## src/rtl/turbo_deframer_if.sv

```systemverilog
// Symbol stream and framing status bundle between the channel side and the deframer.
// The master drives symbols and observes status; the slave is the deframer itself.
interface turbo_deframer_if;
  logic        length_flag;
  logic        in_valid;
  logic        in_sys;
  logic        in_p1;
  logic        in_p2;
  logic        out_valid;
  logic        out_sys;
  logic        out_p1;
  logic        out_p2;
  logic [12:0] out_index;
  logic        out_last;
  logic [11:0] tail_bits;
  logic        tail_valid;
  logic        block_done;
  logic        busy;
  logic        err_gap;
  logic [7:0]  err_count;

  modport master (
    output length_flag, in_valid, in_sys, in_p1, in_p2,
    input  out_valid, out_sys, out_p1, out_p2, out_index, out_last,
    input  tail_bits, tail_valid, block_done, busy, err_gap, err_count
  );

  modport slave (
    input  length_flag, in_valid, in_sys, in_p1, in_p2,
    output out_valid, out_sys, out_p1, out_p2, out_index, out_last,
    output tail_bits, tail_valid, block_done, busy, err_gap, err_count
  );
endinterface

```

## src/rtl/turbo_deframer.sv

```systemverilog
// Receive-side framing controller: forwards K data symbols with their index, captures
// the 4 trellis-termination symbols and flags blocks broken by a gap in the stream.
module turbo_deframer #(
  parameter int K_SHORT  = 1000,
  parameter int K_LONG   = 6000,
  parameter int TAIL_LEN = 4
) (
  input  logic            clk,
  input  logic            reset,
  turbo_deframer_if.slave bus
);

  localparam logic [1:0]  IDLE      = 2'd0;
  localparam logic [1:0]  DATA      = 2'd3;
  localparam logic [1:0]  TAIL      = 2'd2;
  localparam logic [12:0] K_SHORT_W = 13'(K_SHORT);
  localparam logic [12:0] K_LONG_W  = 13'(K_LONG);
  localparam logic [12:0] TAIL_LAST = 13'(TAIL_LEN - 1);

  logic [1:0]  state_q, state_d;
  logic [12:0] cnt_q, cnt_d;
  logic [12:0] k_q, k_d;
  logic [11:0] tsr_q, tsr_d;
  logic        ov_q, ov_d;
  logic        sys_q, sys_d;
  logic        p1_q, p1_d;
  logic        p2_q, p2_d;
  logic [12:0] idx_q, idx_d;
  logic        last_q, last_d;
  logic [11:0] tb_q, tb_d;
  logic        tv_q, tv_d;
  logic        bd_q, bd_d;
  logic        busy_q, busy_d;
  logic        eg_q, eg_d;
  logic [7:0]  ec_q, ec_d;

  logic [2:0]  sym;
  logic [12:0] k_sel;
  logic        abort;

  assign sym   = {bus.in_sys, bus.in_p1, bus.in_p2};
  assign k_sel = bus.length_flag ? K_LONG_W : K_SHORT_W;

  always_comb begin
    state_d = state_q;
    cnt_d   = cnt_q;
    k_d     = k_q;
    tsr_d   = tsr_q;
    ov_d    = 1'b0;
    sys_d   = sys_q;
    p1_d    = p1_q;
    p2_d    = p2_q;
    idx_d   = idx_q;
    last_d  = 1'b0;
    tb_d    = tb_q;
    tv_d    = 1'b0;
    bd_d    = 1'b0;
    eg_d    = 1'b0;
    ec_d    = ec_q;
    abort   = 1'b0;

    case (state_q)
      IDLE: begin
        // The symbol that opens a block is already data symbol 0.
        if (bus.in_valid) begin
          k_d   = k_sel;
          ov_d  = 1'b1;
          sys_d = sym[2];
          p1_d  = sym[1];
          p2_d  = sym[0];
          idx_d = 13'd0;
          if (k_sel == 13'd1) begin
            last_d  = 1'b1;
            cnt_d   = 13'd0;
            state_d = TAIL;
          end else begin
            cnt_d   = 13'd1;
            state_d = DATA;
          end
        end
      end
      DATA: begin
        if (bus.in_valid) begin
          ov_d  = 1'b1;
          sys_d = sym[2];
          p1_d  = sym[1];
          p2_d  = sym[0];
          idx_d = cnt_q;
          if (cnt_q == k_q - 13'd1) begin
            last_d  = 1'b1;
            cnt_d   = 13'd0;
            state_d = TAIL;
          end else begin
            cnt_d = cnt_q + 13'd1;
          end
        end else begin
          abort = 1'b1;
        end
      end
      TAIL: begin
        // Oldest tail symbol ends up in the top triple after the final shift.
        if (bus.in_valid) begin
          tsr_d = {tsr_q[8:0], sym};
          if (cnt_q == TAIL_LAST) begin
            tb_d    = {tsr_q[8:0], sym};
            tv_d    = 1'b1;
            bd_d    = 1'b1;
            cnt_d   = 13'd0;
            state_d = IDLE;
          end else begin
            cnt_d = cnt_q + 13'd1;
          end
        end else begin
          abort = 1'b1;
        end
      end
      default: begin
        cnt_d   = 13'd0;
        state_d = IDLE;
      end
    endcase

    if (abort) begin
      eg_d    = 1'b1;
      ec_d    = (ec_q == 8'hFF) ? ec_q : ec_q + 8'd1;
      cnt_d   = 13'd0;
      state_d = IDLE;
    end

    busy_d = (state_d != IDLE);
  end

  always_ff @(posedge clk or negedge reset) begin
    if (!reset) begin
      state_q <= IDLE;
      cnt_q   <= '0;
      k_q     <= '0;
      tsr_q   <= '0;
      ov_q    <= 1'b0;
      sys_q   <= 1'b0;
      p1_q    <= 1'b0;
      p2_q    <= 1'b0;
      idx_q   <= '0;
      last_q  <= 1'b0;
      tb_q    <= '0;
      tv_q    <= 1'b0;
      bd_q    <= 1'b0;
      busy_q  <= 1'b0;
      eg_q    <= 1'b0;
      ec_q    <= '0;
    end else begin
      state_q <= state_d;
      cnt_q   <= cnt_d;
      k_q     <= k_d;
      tsr_q   <= tsr_d;
      ov_q    <= ov_d;
      sys_q   <= sys_d;
      p1_q    <= p1_d;
      p2_q    <= p2_d;
      idx_q   <= idx_d;
      last_q  <= last_d;
      tb_q    <= tb_d;
      tv_q    <= tv_d;
      bd_q    <= bd_d;
      busy_q  <= busy_d;
      eg_q    <= eg_d;
      ec_q    <= ec_d;
    end
  end

  assign bus.out_valid  = ov_q;
  assign bus.out_sys    = sys_q;
  assign bus.out_p1     = p1_q;
  assign bus.out_p2     = p2_q;
  assign bus.out_index  = idx_q;
  assign bus.out_last   = last_q;
  assign bus.tail_bits  = tb_q;
  assign bus.tail_valid = tv_q;
  assign bus.block_done = bd_q;
  assign bus.busy       = busy_q;
  assign bus.err_gap    = eg_q;
  assign bus.err_count  = ec_q;

endmodule

```

## src/flat_wrapper.sv

```systemverilog
// flat-port wrapper written by rule: the top's interface ports become plain ports
module turbo_deframer_flat 
#(
  parameter int K_SHORT  = 1000,
  parameter int K_LONG   = 6000,
  parameter int TAIL_LEN = 4
)
  (clk, reset, bus_length_flag, bus_in_valid, bus_in_sys, bus_in_p1, bus_in_p2, bus_out_valid, bus_out_sys, bus_out_p1, bus_out_p2, bus_out_index, bus_out_last, bus_tail_bits, bus_tail_valid, bus_block_done, bus_busy, bus_err_gap, bus_err_count);
  turbo_deframer_if bus_i ();
  input  logic clk;
  input  logic reset;
  input wire logic [$bits(bus_i.length_flag)-1:0] bus_length_flag;
  input wire logic [$bits(bus_i.in_valid)-1:0] bus_in_valid;
  input wire logic [$bits(bus_i.in_sys)-1:0] bus_in_sys;
  input wire logic [$bits(bus_i.in_p1)-1:0] bus_in_p1;
  input wire logic [$bits(bus_i.in_p2)-1:0] bus_in_p2;
  output wire logic [$bits(bus_i.out_valid)-1:0] bus_out_valid;
  output wire logic [$bits(bus_i.out_sys)-1:0] bus_out_sys;
  output wire logic [$bits(bus_i.out_p1)-1:0] bus_out_p1;
  output wire logic [$bits(bus_i.out_p2)-1:0] bus_out_p2;
  output wire logic [$bits(bus_i.out_index)-1:0] bus_out_index;
  output wire logic [$bits(bus_i.out_last)-1:0] bus_out_last;
  output wire logic [$bits(bus_i.tail_bits)-1:0] bus_tail_bits;
  output wire logic [$bits(bus_i.tail_valid)-1:0] bus_tail_valid;
  output wire logic [$bits(bus_i.block_done)-1:0] bus_block_done;
  output wire logic [$bits(bus_i.busy)-1:0] bus_busy;
  output wire logic [$bits(bus_i.err_gap)-1:0] bus_err_gap;
  output wire logic [$bits(bus_i.err_count)-1:0] bus_err_count;
  assign bus_i.length_flag = bus_length_flag;
  assign bus_i.in_valid = bus_in_valid;
  assign bus_i.in_sys = bus_in_sys;
  assign bus_i.in_p1 = bus_in_p1;
  assign bus_i.in_p2 = bus_in_p2;
  assign bus_out_valid = bus_i.out_valid;
  assign bus_out_sys = bus_i.out_sys;
  assign bus_out_p1 = bus_i.out_p1;
  assign bus_out_p2 = bus_i.out_p2;
  assign bus_out_index = bus_i.out_index;
  assign bus_out_last = bus_i.out_last;
  assign bus_tail_bits = bus_i.tail_bits;
  assign bus_tail_valid = bus_i.tail_valid;
  assign bus_block_done = bus_i.block_done;
  assign bus_busy = bus_i.busy;
  assign bus_err_gap = bus_i.err_gap;
  assign bus_err_count = bus_i.err_count;
  turbo_deframer #(.K_SHORT(K_SHORT), .K_LONG(K_LONG), .TAIL_LEN(TAIL_LEN)) u_core (.clk(clk), .reset(reset), .bus(bus_i));
endmodule
```

## config.mk

```make
export PLATFORM = sky130hd
export DESIGN_NAME = turbo_deframer_flat
export DESIGN_NICKNAME = d
export VERILOG_FILES = /design/src/rtl/turbo_deframer_if.sv /design/src/rtl/turbo_deframer.sv /design/src/flat_wrapper.sv
export SDC_FILE = /design/constraint.sdc
export NUM_CORES = 1
export LEC_CHECK = 0
export BUFFER_PORTS_ARGS = -buffer_cell sky130_fd_sc_hd__buf_2
export CAP_MARGIN = 20
export CORE_UTILIZATION = 55
export CTS_CLUSTER_SIZE = 24
export DETAILED_ROUTE_END_ITERATION = 7
export GPL_ROUTABILITY_DRIVEN = 1
export GPL_TIMING_DRIVEN = 0
export PLACE_DENSITY = 0.78
export SYNTH_ARGS = -nofsm -noshare
export SYNTH_HDL_FRONTEND = slang
export SYNTH_SLANG_ARGS = --single-unit
```

## constraint.sdc

```tcl
create_clock -name clk -period 2.7 [get_ports clk]
set_input_delay 0.54 -clock clk [delete_from_list [all_inputs] [get_ports clk]]
set_output_delay 0.54 -clock clk [all_outputs]
set_load 0.01 [all_outputs]
```

* Word-level counts from Yosys, hierarchy flattened
Index checks and enable logic that the tools add are counted.
** Storage, ports and cells
- Input port bits :: 7
- Word-level logic and storage cells :: 75
- Register bits after elaboration :: 78
- Output and inout bits :: 42
** Operators by class
- Multiplexer cells :: 33
- Equality and inequality tests :: 11
- Reduce and logical (&&, ||, !) cells :: 12
- Add/subtract/negate cells :: 3
- Bitwise gates (word level) :: 1
** Operators by type and width (count)
- two-way mux 13 bit :: 9
- case mux 13 bit (3 select lines) :: 1
- case mux 13 bit (2 select lines) :: 1
- two-way mux 1 bit :: 14
- adder 13 x 1 -> 13 bit, second input constant :: 1
- equality test 13 x 1 -> 1 bit, second input constant :: 1
- equality test 13 bit :: 1
- equality test 13 x 2 -> 1 bit, second input constant :: 1
- subtractor 13 x 1 -> 13 bit, second input constant :: 1
- two-way mux 2 bit :: 6
- != test 3 x 2 -> 1 bit, second input constant :: 3
- AND reduction 3 bit :: 3
- adder 8 x 1 -> 8 bit, second input constant :: 1
- equality test 8 bit, second input constant :: 1
- AND reduction 2 bit :: 4
- case mux 2 bit (3 select lines) :: 1
- equality test 2 bit, second input constant :: 2
- != test 2 bit, second input constant :: 2
- nonzero test 2 bit :: 2
- OR reduction 2 bit :: 2
- zero test 2 bit :: 1
- case mux 1 bit (2 select lines) :: 1
- NOT 1 bit :: 1

* Depth between registers and ports, before layout
- Depth after elaboration :: 7
- Depth in mapped cells :: 10
- Gate-level depth less buffers :: 8

* Worst setup path before layout
No wires, ideal clock.
- Path kind :: flip-flop to flip-flop
- Start point :: register u_core.k_q[7]
- End point :: register u_core.cnt_q[10]
- Path buffers :: 2
- Setup slack :: 0.471 ns
- Period minus slack after synthesis :: 2.229 ns
- Arrival :: 2.101 ns
- Required time :: 2.572 ns
- Stages on the path, launching flop included :: 11
- Library setup time :: 0.128 ns
- Cells stage by stage :: dfrtp_1 -> buf_2 -> inv_2 -> ha_1 -> ha_1 -> xnor2_1 -> nor4_2 -> o2111ai_1 -> o31ai_2 -> buf_6 -> a21oi_2
** Between the ends
- Cells in the longest elaborated chain, start to end :: 6
** Ends and longest elaborated chain
- start: declaration :: line turbo_deframer.sv:22 : logic [12:0] k_q, k_d;
- start signal: assignment :: line turbo_deframer.sv:154 : k_q <= k_d;
- subtractor 13 x 1 -> 13 bit :: line turbo_deframer.sv:89 : if (cnt_q == k_q - 13'd1) begin
- equality test 13 bit :: line turbo_deframer.sv:89
- two-way mux 13 bit :: line turbo_deframer.sv:89
- two-way mux 13 bit :: line turbo_deframer.sv:83 : if (bus.in_valid) begin
- case mux 13 bit (3 select lines) :: line turbo_deframer.sv:62 : case (state_q)
- two-way mux 13 bit :: line turbo_deframer.sv:123 : if (abort) begin
- end signal: assignment :: line turbo_deframer.sv:153 : cnt_q <= cnt_d;
- end: declaration :: line turbo_deframer.sv:21 : logic [12:0] cnt_q, cnt_d;
Every way passes these cells. The select of a mux whose other input is x is not followed.
A chain may end at the register's enable or synchronous reset.

* Final worst setup path
- Start point :: register u_core.k_q[7]
- End point :: register u_core.cnt_q[1]
The elaborated chain is that of the path after synthesis.

==> metrics <==
cts bufs inserted 9; critical path's slowest cell o31ai_2; area growth from synthesis to layout 16.6%; PortBufs 48; CTS tree yes; dpl hpwl between 4000 and 5000 microns; clock latency at the later pin of the worst-skew pair ~340 ps; Tcrit/Tclk final 0.950; hold buffers post-CTS 0; Die Wd between 70 and 80 microns; Initial Util 0.577; layout cell share with drive strength beyond 1 0.307; WHS a little under 300 ps; Finished Core Util 0.672; startpoint types flop; XOR/XNOR Fraction of Synth Area 0.0603; area fraction in compound gates after synthesis 0.119; final hold vios 0; post-synthesis mux area share 0.0967; Top Ports 49; overall power 3.36 mW; max_cap viols 0; H-tree depth 3; CP endpoint kind flop; initial antenna violation count 0; number of nets in the layout around 350; Initial DRC Count approximately 140; n_diodes 0; Avg Vias per Cell around 5.5; RSZ-0062 raised after global routing no; setup_tns 0 ps; cells after synthesis between 200 and 300; R2R Setup Slk 140 ps; Comb power frac 0.325; Die Height about 80 microns; Simple-Gate Fraction of Synth Area 0.124; gr ovfl total 0; CP Data Arrival Time around 2800 ps; post-synthesis register bit count between 60 and 70; switching pwr between 1 and 1.5 mW; CTS sink count approximately 70; Tmin final roughly 2600 ps; routed len/inst ~15 microns; Core Box Area roughly 5500 sq um; Slew Limit Fails 0; WL final around 6300 microns; CP dominant cell by count ha_1; critical path class flop to flop; antenna viol nets, final 0; clk slew on worst S/H paths ~70 ps; Critical Path Fanout Max 10; register area share after synthesis 0.532; Setup Skew 5.24 ps; Leakage between 1.5 and 2 nW; Peak Freq ~390 MHz; number of library cell types mapped by synthesis between 50 and 60; postcts setup bufs 0; syn_area_per_cell 11.5 sq um; global-route wire length before repair around 11,000 microns; Synth Cell Area approximately 3200 sq um; Synthesized Nets ~300; CTS root buffer clkbuf_8; setup violators final 0; Die Area between 6000 and 7000 sq um; Max IR drop VDD around 0.48 mV; CP cell instances buf_2, inv_2, ha_1, ha_1, xnor2_1, nor4_2, o2111ai_1, o31ai_2, buf_6, a21oi_2; Async S/R FF share, synth 1.00; Sw Share 0.357; Post-synth EDFFs 0; overall routing resource usage 0.229; min-delay worst type primary input to async pin; Placer Congestion roughly 0.82; critical path required time 2920 ps; critical path's largest stage delay between 300 and 400 ps; Max Buffers Root-to-Sink 2; outcome finished clean; Clock power frac 0.239; synth warn 0; Int Pwr 2.16 mW; standard-cell rows 27; number of global-route vias before repair 2,189; Flop pwr share 0.436; max_slew headroom 0.447; dpl cell area roughly 3500 sq um; Post-Synth Adder-Cell Area 0.0313; DR vias 2,286; largest net degree at the start of global routing approximately 70; Pwr Density between 900 and 1000 nW/um^2; drt first pass iters 4; cell area after layout ~3700 sq um; Worst-Margin Slew a little over 800 ps; DRC Markers 0; main combinational cell family by area after synthesis simple AND/OR/NAND/NOR gates; top_reg_cell synth dfrtp_1; PostCTS Resize Cnt 0
-- registers in the layout (all words and copies together), names as in the netlist --
signal	flops
u_core.bus.out_index	13
u_core.cnt_q	13
u_core.bus.tail_bits	12
u_core.tsr_q	9
u_core.bus.err_count	8
u_core.k_q	3
u_core.state_q	2
u_core.bus.busy	1
u_core.bus.err_gap	1
u_core.bus.out_last	1
u_core.bus.out_p1	1
u_core.bus.out_p2	1
u_core.bus.out_sys	1
u_core.bus.out_valid	1
u_core.bus.tail_valid	1
-- path summary, 6_finish.rpt --
path,depth (start not counted),end,from
min in group clk,2,u_core.k_q[7],bus_length_flag
max,10,u_core.cnt_q[1],u_core.k_q[7]
min reg2reg,2,u_core.bus.out_sys,u_core.bus.out_sys
min,1,u_core.tsr_q[2],reset
max reg2reg,10,u_core.cnt_q[1],u_core.k_q[7]
max in group asynchronous,1,u_core.bus.out_index[3],reset
-- metrics by stage --
stage | std cells | worst slack (ps)
final | 414 | 136
after global routing | 414 | 19.6
after CTS | 414 | 127
after detailed placement | 398 | 164
after global placement | 398 | 222
after floorplan | 278 | 471
-- worst max-delay path, delay by kind of cell (launching register included) --
kind / cells / cell delay [ps]
compound gates: 3 / 680
fa+ha+maj: 2 / 500
buf+inv: 3 / 500
flops: 1 / 330
simple gates: 1 / 300
xor+xnor: 1 / 140
-- Yosys cell counts (2+ instances only) --
cell,number,area [sq um]
dfrtp_1,68,1700
nand2_1,28,105
mux2_2,14,158
nor2_1,14,52.6
xnor2_1,13,114
a22o_1,11,96.3
a21oi_2,10,87.6
mux2_1,9,101
xor2_1,9,78.8
ha_1,8,100
inv_1,8,30.0
nand3_1,8,40.0
clkbuf_1,7,26.3
nand4_1,6,37.5
a21oi_1,5,25.0
mux2i_1,5,50.1
o21ai_0,5,25.0
buf_2,4,20.0
and2_1,3,18.8
nor3_1,3,15.0
o21a_1,3,22.5
and3_1,2,12.5
buf_4,2,15.0
nor4_1,2,12.5
nor4b_1,2,17.5
o21bai_1,2,15.0
o31ai_1,2,15.0
or2_2,2,12.5
-- power groups by stage --
stage | clock network, mW | registers [mW] | logic (mW)
after floorplan | 0 | 1.50 | 0.717
after global placement | 0 | 1.46 | 1.06
after detailed placement | 0 | 1.48 | 1.10
after CTS | 0.813 | 1.46 | 1.11
after global routing | 0.856 | 1.50 | 1.22
final | 0.804 | 1.47 | 1.09
-- area by class of cell --
cell class / count / area (sq um)
inverters: 9 / 33.8
multi-input cells: 185 / 1380
well taps: 72 / 90.1
clock inverters: 4 / 31.3
flip-flops and latches: 68 / 1700
plain buffers: 16 / 81.3
fillers: 448 / 1820
repair buffers: 48 / 243
clock buffers: 12 / 165
-- per-layer routing --
metal  track usage  routed length [microns]  share of wire  up-vias
met5             0                        0              0        -
met4         0.109                      116          0.018        0
met3        0.0500                      273          0.043       12
met2         0.351                     2890           0.46       61
met1         0.312                     3000           0.48     1112
li1              -                        -              -     1101
-- kinds of logic after synthesis --
| logic type | count (synthesis) |
|---|---|
| muxes | 28 |
| AOI/OAI and AO/OA | 49 |
| adders and majority gates | 8 |
| and+or+nand+nor | 78 |
| DFF | 68 |
| buffers and inverters | 25 |
| xor gates and xnor gates | 22 |
-- layout by cell type, fill, tap and decap left out, types with 6 or more instances in the layout --
master    count
dfrtp_1      68
buf_2        51
nand2_1      28
nor2_1       14
mux2_2       14
xnor2_1      13
clkbuf_8     12
a22o_1       11
a21oi_2      10
xor2_1        9
mux2_1        9
inv_1         8
nand3_1       8
ha_1          8
clkbuf_1      7
nand4_1       6
No activity file was read; power rests on OpenSTA's default activity.
